`src/rtl/fp_dot_product_ctrl.sv`:
```
// rtl/fp_dot_product_ctrl.sv - dot-product sequencer for a shared Q3.5 fixed-point multiplier
//
// Purpose:
//   Accepts vec_len operand pairs over a valid/ready stream. Each accepted
//   pair is registered onto the external multiplier inputs. The combinational
//   product is summed into an unsigned saturating accumulator one cycle later.
//   The finished sum is then offered on a valid/ready result port.
//
// Ports:
//   clk, rst_n            rising-edge clock, asynchronous active-low reset
//   start, vec_len        request a new dot product (sampled only in IDLE)
//   in_valid, in_ready    operand pair handshake
//   a_in, b_in            operand pair, Q3.5
//   mul_a, mul_b          registered operands to the external multiplier
//   mul_prod              multiplier product, (a*b)[12:5], same cycle
//   out_valid, out_ready  result handshake
//   result                accumulated sum, ACC_W bits with 5 fractional bits
//   busy                  controller is not idle
//   len_err               one-cycle pulse when start carries an illegal length

`timescale 1ns/1ps

module fp_dot_product_ctrl #(
  parameter int DATA_W  = 8,
  parameter int MAX_LEN = 16,
  parameter int LEN_W   = 5,
  parameter int ACC_W   = 16
) (
  input  logic              clk,
  input  logic              rst_n,
  input  logic              start,
  input  logic [LEN_W-1:0]  vec_len,
  input  logic              in_valid,
  output logic              in_ready,
  input  logic [DATA_W-1:0] a_in,
  input  logic [DATA_W-1:0] b_in,
  output logic [DATA_W-1:0] mul_a,
  output logic [DATA_W-1:0] mul_b,
  input  logic [DATA_W-1:0] mul_prod,
  output logic              out_valid,
  input  logic              out_ready,
  output logic [ACC_W-1:0]  result,
  output logic              busy,
  output logic              len_err
);

  typedef enum logic [1:0] {
    S_IDLE  = 2'd0,
    S_LOAD  = 2'd1,
    S_DRAIN = 2'd2,
    S_OUT   = 2'd3
  } state_t;

  localparam logic [LEN_W-1:0] LP_MAX_LEN = LEN_W'(MAX_LEN);

  state_t              r_state;
  state_t              w_state_nxt;

  logic [LEN_W-1:0]    r_len;
  logic [LEN_W-1:0]    r_count;
  logic [ACC_W-1:0]    r_acc;
  logic [DATA_W-1:0]   r_mul_a;
  logic [DATA_W-1:0]   r_mul_b;
  logic                r_op_vld;
  logic                r_len_err;

  logic                w_len_bad;
  logic                w_room;
  logic [LEN_W-1:0]    w_count_inc;
  logic                w_in_ready;
  logic                w_out_valid;
  logic                w_busy;
  logic                w_go;
  logic                w_err;
  logic                w_hs;
  logic [ACC_W:0]      w_sum;
  logic [ACC_W-1:0]    w_acc_sat;

  assign w_len_bad   = (vec_len == '0) || (vec_len > LP_MAX_LEN);
  assign w_room      = (r_count < r_len);
  assign w_count_inc = r_count + LEN_W'(1);
  assign w_hs        = in_valid & w_in_ready;

  // The extra carry bit detects overflow. Because only non-negative values are
  // added, a saturated accumulator stays pinned at all-ones.
  assign w_sum     = {1'b0, r_acc} + {{(ACC_W + 1 - DATA_W){1'b0}}, mul_prod};
  assign w_acc_sat = w_sum[ACC_W] ? {ACC_W{1'b1}} : w_sum[ACC_W-1:0];

  always_ff @(posedge clk or negedge rst_n) begin
    if (!rst_n) begin
      r_state <= S_IDLE;
    end else begin
      r_state <= w_state_nxt;
    end
  end

  always_comb begin
    w_state_nxt = r_state;
    w_in_ready  = 1'b0;
    w_out_valid = 1'b0;
    w_busy      = 1'b1;
    w_go        = 1'b0;
    w_err       = 1'b0;
    case (r_state)
      S_IDLE: begin
        w_busy = 1'b0;
        if (start) begin
          if (w_len_bad) begin
            w_err = 1'b1;
          end else begin
            w_go        = 1'b1;
            w_state_nxt = S_LOAD;
          end
        end
      end
      S_LOAD: begin
        w_in_ready = w_room;
        // The pair that fills the vector moves the FSM to DRAIN.
        // That pair's product is still waiting to be accumulated.
        if (in_valid && w_room && (w_count_inc == r_len)) begin
          w_state_nxt = S_DRAIN;
        end
      end
      S_DRAIN: begin
        w_state_nxt = S_OUT;
      end
      S_OUT: begin
        w_out_valid = 1'b1;
        if (out_ready) begin
          w_state_nxt = S_IDLE;
        end
      end
      default: begin
        w_state_nxt = S_IDLE;
      end
    endcase
  end

  always_ff @(posedge clk or negedge rst_n) begin
    if (!rst_n) begin
      r_len     <= '0;
      r_count   <= '0;
      r_acc     <= '0;
      r_mul_a   <= '0;
      r_mul_b   <= '0;
      r_op_vld  <= 1'b0;
      r_len_err <= 1'b0;
    end else begin
      r_len_err <= w_err;
      // op_vld marks that mul_a/mul_b hold a fresh pair.
      // A bubble clears it, so no product is added that cycle.
      r_op_vld  <= w_hs;
      if (w_go) begin
        r_len   <= vec_len;
        r_count <= '0;
        r_acc   <= '0;
      end else begin
        if (w_hs) begin
          r_mul_a <= a_in;
          r_mul_b <= b_in;
          r_count <= w_count_inc;
        end
        if (r_op_vld) begin
          r_acc <= w_acc_sat;
        end
      end
    end
  end

  assign in_ready  = w_in_ready;
  assign out_valid = w_out_valid;
  assign busy      = w_busy;
  assign len_err   = r_len_err;
  assign mul_a     = r_mul_a;
  assign mul_b     = r_mul_b;
  assign result    = r_acc;

endmodule
```
`config.mk`:
```
export PLATFORM = sky130hd
export DESIGN_NAME = fp_dot_product_ctrl
export DESIGN_NICKNAME = d
export VERILOG_FILES = /design/src/rtl/fp_dot_product_ctrl.sv
export SDC_FILE = /design/constraint.sdc
export NUM_CORES = 1
export LEC_CHECK = 0
export BUFFER_PORTS_ARGS = -buffer_cell sky130_fd_sc_hd__clkbuf_2
export CORE_UTILIZATION = 30
export DETAILED_ROUTE_END_ITERATION = 10
export GPL_TIMING_DRIVEN = 1
export PLACE_DENSITY_LB_ADDON = 0.08
export SLEW_MARGIN = 5
export SYNTH_ARGS = -nofsm -noshare
export SYNTH_HDL_FRONTEND = slang
export SYNTH_SLANG_ARGS = --single-unit
```
`constraint.sdc`:
```
create_clock -name clk -period 2.35 [get_ports clk]
set_input_delay 0.235 -clock clk [delete_from_list [all_inputs] [get_ports clk]]
set_output_delay 0.235 -clock clk [all_outputs]
set_load 0.02 [all_outputs]
```
==> results.toml, run 1 <==
[power]
clockPowerShare_pct = 11.9
power.total_uw = 4430
combPwrFrac_pct = 55.4
seq_power_share_pct = 32.7
p_int_uw = 2490
p_leak_uw = 0.00161
power_switching_uw = 1930
power_density_mw_per_mm2 = 1350
peakVddDrop_mv = 0.580
switching_share_pct = 43.7

[detailed_routing]
viasPerCell = 4.80
drt_drc_violations_left = 0
drtIter0Drc = 49
ant_nets = 0
vias = 2079
drt-total-wl_um = 6010
avgRoutedWirePerCell_um = 13.9
drtPass1Iterations = 6

[synth]
synth.avg_cell_area_um2 = 10.8
ys_ff_latch = 46
synth_cell_types = 44
seq_area_frac_synth_pct = 43.7
syn_inst = 245
ys_warn_count = 0
ys.flop_type = "dfrtp_1"
synth_fp_nets = 298
synth_area_mm2 = 0.00263
synthArstFlopShare_pct = 100
synth_edf_count = 0

[global_route]
grt_antenna_before_repair = 0
grtUsageMet3_pct = 3.32
grt_overflow = 0
grt_pass1_wl_um = 9960
grt_pass1_vias = 1999
grt.busiest_layer = "met2"
grt_use_met1_pct = 20.6
grt_util_met2_pct = 21.7
grt_max_degree = 20
grt_usage_pct = 14.3

[critical_path]
crit_fanout = 4
max_stage_delay_ns = 0.38
crit_arrival_ns = 1.99
worstPathRequired_ns = 2.12
critPathKind = "register to output port"
cp_cell_sequence = "inv_1, ha_1, nor2b_1, o2111a_1, nor4b_4, buf_4, clkbuf_2"
worstSetupStartpointType = "register"
slowest_stage = "dfrtp_1"
endpoint_kind = "output port"

[cells_and_area]
area_delta_synth_final_pct = 24.6
final-seq-area_mm2 = 0.00115
multi_input_area_mm2 = 0.00141
final_util_pct = 39.3
n_fill_cell = 877
antenna_cells = 0
layout.cells.non_filler = 433
nets = 380
layout-drive-gt1-share_pct = 34.1
final_area_mm2 = 0.00328

[floorplanning]
die_h_um = 95.7
rows = 33
start_util_pct = 31.6
core-area_mm2 = 0.00834
dieArea_mm2 = 0.00916
dieWidth_um = 95.7
num_io_pins = 70

[timing]
final-setup-viol-count = 0
period_share_pct = 94.5
tightest_slew_ns = 0.538
period_needed_ns = 2.22
fin_setup_tns_ns = 0
clock.fmax_mhz = 450
slew_viol_final = 0
slew_headroom_pct = 64.2
hold_viol_final = 0
rsz0062_at_grt = "yes"
finalClockSkew_ns = 0.00802

[clocking]
postCtsSetupRepairBufs = 0
cts_tree = "yes"
clockRootBuffer = "clkbuf_8"
clkLatencyLatePin_ns = 0.30
clockBufferDepth = 2
numCtsBuffers = 5
cts_sinks = 46
cts_max_level = 2
path_clk_slew_ns = 0.10

[place]
place_inst = 424
hpwl_um = 4590
io_buffers = 69
gp_congestion = 0.752
dpl_cell_area_mm2 = 0.00316

[outcome]
status = "completed"

[run]
cap_violations = 0

[hold_path]
hold_class = "primary input to register"
## cell usage in the layout, fill, tap and decap left out, types with 2 or more instances in the layout
| master | instances |
|---|---|
| mux2_1 | 7 |
| a21oi_1 | 9 |
| a311oi_1 | 2 |
| nor3b_1 | 2 |
| a31oi_1 | 11 |
| nor3_1 | 7 |
| o21ai_0 | 15 |
| inv_1 | 11 |
| mux2_4 | 10 |
| and3_1 | 8 |
| mux2i_1 | 3 |
| clkbuf_8 | 5 |
| a21o_1 | 2 |
| ha_1 | 17 |
| buf_4 | 13 |
| and4b_1 | 2 |
| nand2_1 | 10 |
| dfrtp_1 | 46 |
| xor2_1 | 7 |
| xnor2_1 | 8 |
| a211oi_1 | 2 |
| nor2_1 | 21 |
| nand4_1 | 2 |
| clkbuf_2 | 69 |
| nand3_1 | 6 |
| o21ai_1 | 4 |
| nor2b_1 | 3 |
## critical path: cells and delay by family (launching register included)
kind | cells | cell delay, ns
AOI/OAI and AO/OA | 1 | 0.27
DFF | 1 | 0.38
and+or+nand+nor | 2 | 0.37
buffers and inverters | 3 | 0.39
adders and majority gates | 1 | 0.27
## worst paths after layout
kind | start | to | slack, ns | depth (start not counted)
max | r_len[1] | in_ready | 0.13 | 7
min in group asynchronous | rst_n | r_state[1] | 0.44 | 2
min | a_in[3] | mul_a[3] | 0.13 | 2
max reg2reg | result[0] | result[10] | 0.16 | 8
max in group asynchronous | rst_n | result[14] | 1.28 | 3
min reg2reg | r_len[0] | r_len[0] | 0.50 | 2
## sequential cells by signal, summed over array words and instances, names as in the netlist
name	flops
mul_b	8
r_count	5
r_len	5
len_err	1
mul_a	8
r_op_vld	1
result	16
r_state	2
## power groups by stage
stage	clock, uW	combinational [uW]	sequential (uW)
final	528	2450	1450
after global routing	585	2730	1510
after CTS	551	2470	1450
after detailed placement	0	2460	1450
after global placement	0	2460	1450
after floorplan	0	1490	1700
## cell usage after synthesis (all sizes together) (3+ instances only)
cell    number  area, um^2
a211oi       3        22.5
a21oi        9        45.0
a31oi       12        75.1
and3         8        50.1
clkbuf       6        22.5
dfrtp       46        1150
ha          18         225
inv         11        41.3
mux2        17         229
mux2i        3        30.0
nand2       11        57.6
nand3        7        40.0
nor2        21        78.8
nor2b        3        18.8
nor3         7        35.0
o21ai       19        95.1
xnor2        8        70.1
xor2         7        61.3
## routing by layer
layer | wire (um) | part of all wire (%) | vias up
li1 | - | - | 1046
met1 | 3080 | 51 | 982
met2 | 2600 | 43 | 49
met3 | 302 | 5.0 | 2
met4 | 32 | 0.53 | 0
met5 | 0 | 0 | -
## cell families (layout without fill, tap and decap cells)
kind of cell / after synthesis / count (layout) / synth area share, %
simple gates: 70 / 70 / 14.9
fa+ha+maj: 19 / 19 / 9.31
buf+inv: 19 / 102 / 3.56
flops: 46 / 46 / 43.7
xor+xnor: 15 / 15 / 4.99
compound gates: 56 / 56 / 13.7
mux: 20 / 20 / 9.83
## area by class of cell
class                   count  area share [%]
repair buffers             83            13.8
inverters                  11            1.26
flip-flops and latches     46            35.1
multi-input cells         180            43.0
clock inverters             3           0.762
clock buffers               5            2.10
well taps                 105            4.00
## timing repair
item / in CTS / in global routing
hold buffers: 1 / 0
endpoints found under the hold margin: 17 / 0
endpoints found under the setup margin: 0 / 15
resized for setup: 0 / 4
## stage by stage
step	hold WS [ns]	setup WS [ns]
3_5_place_dp	0.253	0.0946
3_3_place_gp	0.262	0.125
2_1_floorplan	-0.0606	-0.0908
5_1_grt	0.120	-0.0164
4_1_cts	0.120	0.0655
6_report	0.135	0.128
No activity file was read; power rests on OpenSTA's default activity.
==> run 2: changes to the inputs <==
CORE_ASPECT_RATIO = 0.5   (was not set)
==> results.toml, run 2 (synthesized netlist as in run 1, its figures left out) <==
[cells_and_area]
final_common_cell = "clkbuf_2"
n_fill_cell = 833
largest_reg_flops = 16
layout_common_cells = "clkbuf_2, dfrtp_1, nor2_1"
area_delta_synth_final_pct = 28.1
antenna_cells = 0
final_util_pct = 40.9
layout-drive-gt1-share_pct = 34.0
final-seq-area_mm2 = 0.00115
multi_input_area_mm2 = 0.00146
nets = 376

[clocking]
clockRootBuffer = "clkbuf_16"
cts_tree = "yes"
numCtsBuffers = 5
cts_sinks = 46
clockBufferDepth = 2
path_clk_slew_ns = 0.06
clkLatencyLatePin_ns = 0.29
cts_max_level = 2

[timing]
hold_viol_final = 0
final-setup-viol-count = 0
clock.fmax_mhz = 450
timing.hold.ws_ns = 0.152
fin_ws_ns = 0.125
finalClockSkew_ns = 0.00596
slew_viol_final = 0
period_share_pct = 94.7
rsz0062_at_grt = "no"
period_needed_ns = 2.22
tightest_slew_ns = 0.454
slew_headroom_pct = 69.4

[power]
power_switching_uw = 1980
switching_share_pct = 41.6
power_density_mw_per_mm2 = 1410
seq_power_share_pct = 30.8
power.total_uw = 4760
peakVddDrop_mv = 0.444
clockPowerShare_pct = 16.9
p_int_uw = 2780
combPwrFrac_pct = 52.2
p_leak_uw = 0.00163

[floorplanning]
start_util_pct = 31.9
dieArea_mm2 = 0.00918
num_io_pins = 70
rows = 23
die_h_um = 68.3
core-area_mm2 = 0.00826
dieWidth_um = 135

[global_route]
grt_usage_pct = 14.6
grt_antenna_before_repair = 0
grt_pass1_wl_um = 10200
grt_pass1_vias = 2042
grt_max_degree = 31
grt_overflow = 0

[place]
io_buffers = 69
place_ws_ns = -0.0350
gp_congestion = 0.776
hpwl_um = 4590

[hold_path]
hold_class = "primary input to register"

[critical_path]
slowest_stage = "dfrtp_1"
worstSetupStartpointType = "register"
max_stage_delay_ns = 0.36
worstPathRequired_ns = 2.12
crit_fanout = 4
endpoint_kind = "output port"
cp_cell_sequence = "inv_1, ha_1, nor2b_1, o2111a_1, nor4b_4, buf_4, clkbuf_2"
path_buf_inv = 3
critPathKind = "register to output port"
crit_arrival_ns = 1.99
cpLargestDelayFamily = "buffers and inverters"

[run]
cap_violations = 0

[detailed_routing]
drt-total-wl_um = 6240
drt_drc_violations_left = 0
drtIter0Drc = 51
ant_nets = 0
drtPass1Iterations = 4
vias = 2076
viasPerCell = 4.76
avgRoutedWirePerCell_um = 14.3

[outcome]
status = "completed"
-- run 2: cell count changes in the layout (fill, tap and decap cells not counted), sizes merged --
cell      change
inv           -1
buf           -4
bufinv        +1
clkbuf        +2
clkinv        -1
clkinvlp      -1
-- run 2: tightest hold or removal path: stages --
cell and delay, ns:
clkbuf_2 0.09, nand2_1 0.04, nand2_1 0.05
-- run 2: routing by layer --
metal | vias to the layer above | routed length, um | track usage [%] | part of all wire [%]
met5 | - | 0 | 0 | 0
met4 | 0 | 83 | 5.06 | 1.3
met2 | 32 | 2810 | 23.0 | 45
met1 | 989 | 3150 | 19.7 | 50
li1 | 1047 | - | - | -
met3 | 8 | 201 | 3.63 | 3.2
-- run 2: power by group through the flow --
stage               sequential [uW]  clock (uW)  combinational (uW)
floorplan                      1700           0                1490
global placement               1460           0                2380
detailed placement             1480           0                2400
CTS                            1470         826                2430
global route                   1530         861                2770
finish                         1470         806                2490
-- run 2: metrics by stage --
| step | cell area, um^2 | TNS [ns] | instances |
|---|---|---|---|
| finish | 3370 | 0 | 436 |
| CTS | 3300 | 0 | 434 |
| detailed placement | 3130 | -0.0350 | 425 |
| global route | 3370 | 0 | 436 |
| floorplan | 2640 | -0.908 | 245 |
| global placement | 3130 | -0.0999 | 425 |
-- run 2: repair_timing --
item                                    CTS  global route
setup buffers                             0             2
gates resized for setup                   1             9
pin swaps                                 0             6
endpoints found under the setup margin    2            17
hold buffers                              1             0
endpoints found under the hold margin    16             0
-- run 2: cell type report --
| cell class | instances | share of cell area [%] |
|---|---|---|
| Inverter | 11 | 1.22 |
| Multi-Input combinational cell | 180 | 43.2 |
| Tap cell | 112 | 4.15 |
| Clock buffer | 7 | 3.93 |
| Sequential cell | 46 | 34.1 |
| Clock inverter | 1 | 0.890 |
| Timing Repair Buffer | 79 | 12.5 |
-- run 2: worst paths after layout --
check                             to  slack, ns  cells after the start       start
max                         in_ready       0.13                      7    r_len[1]
min                         r_len[0]       0.15                      3  vec_len[0]
max reg2reg                result[6]       0.15                      7   result[0]
min reg2reg                 mul_b[6]       0.49                      1    mul_b[6]
max in group asynchronous  result[9]       1.16                      3       rst_n
min in group asynchronous  result[4]       0.43                      2       rst_n
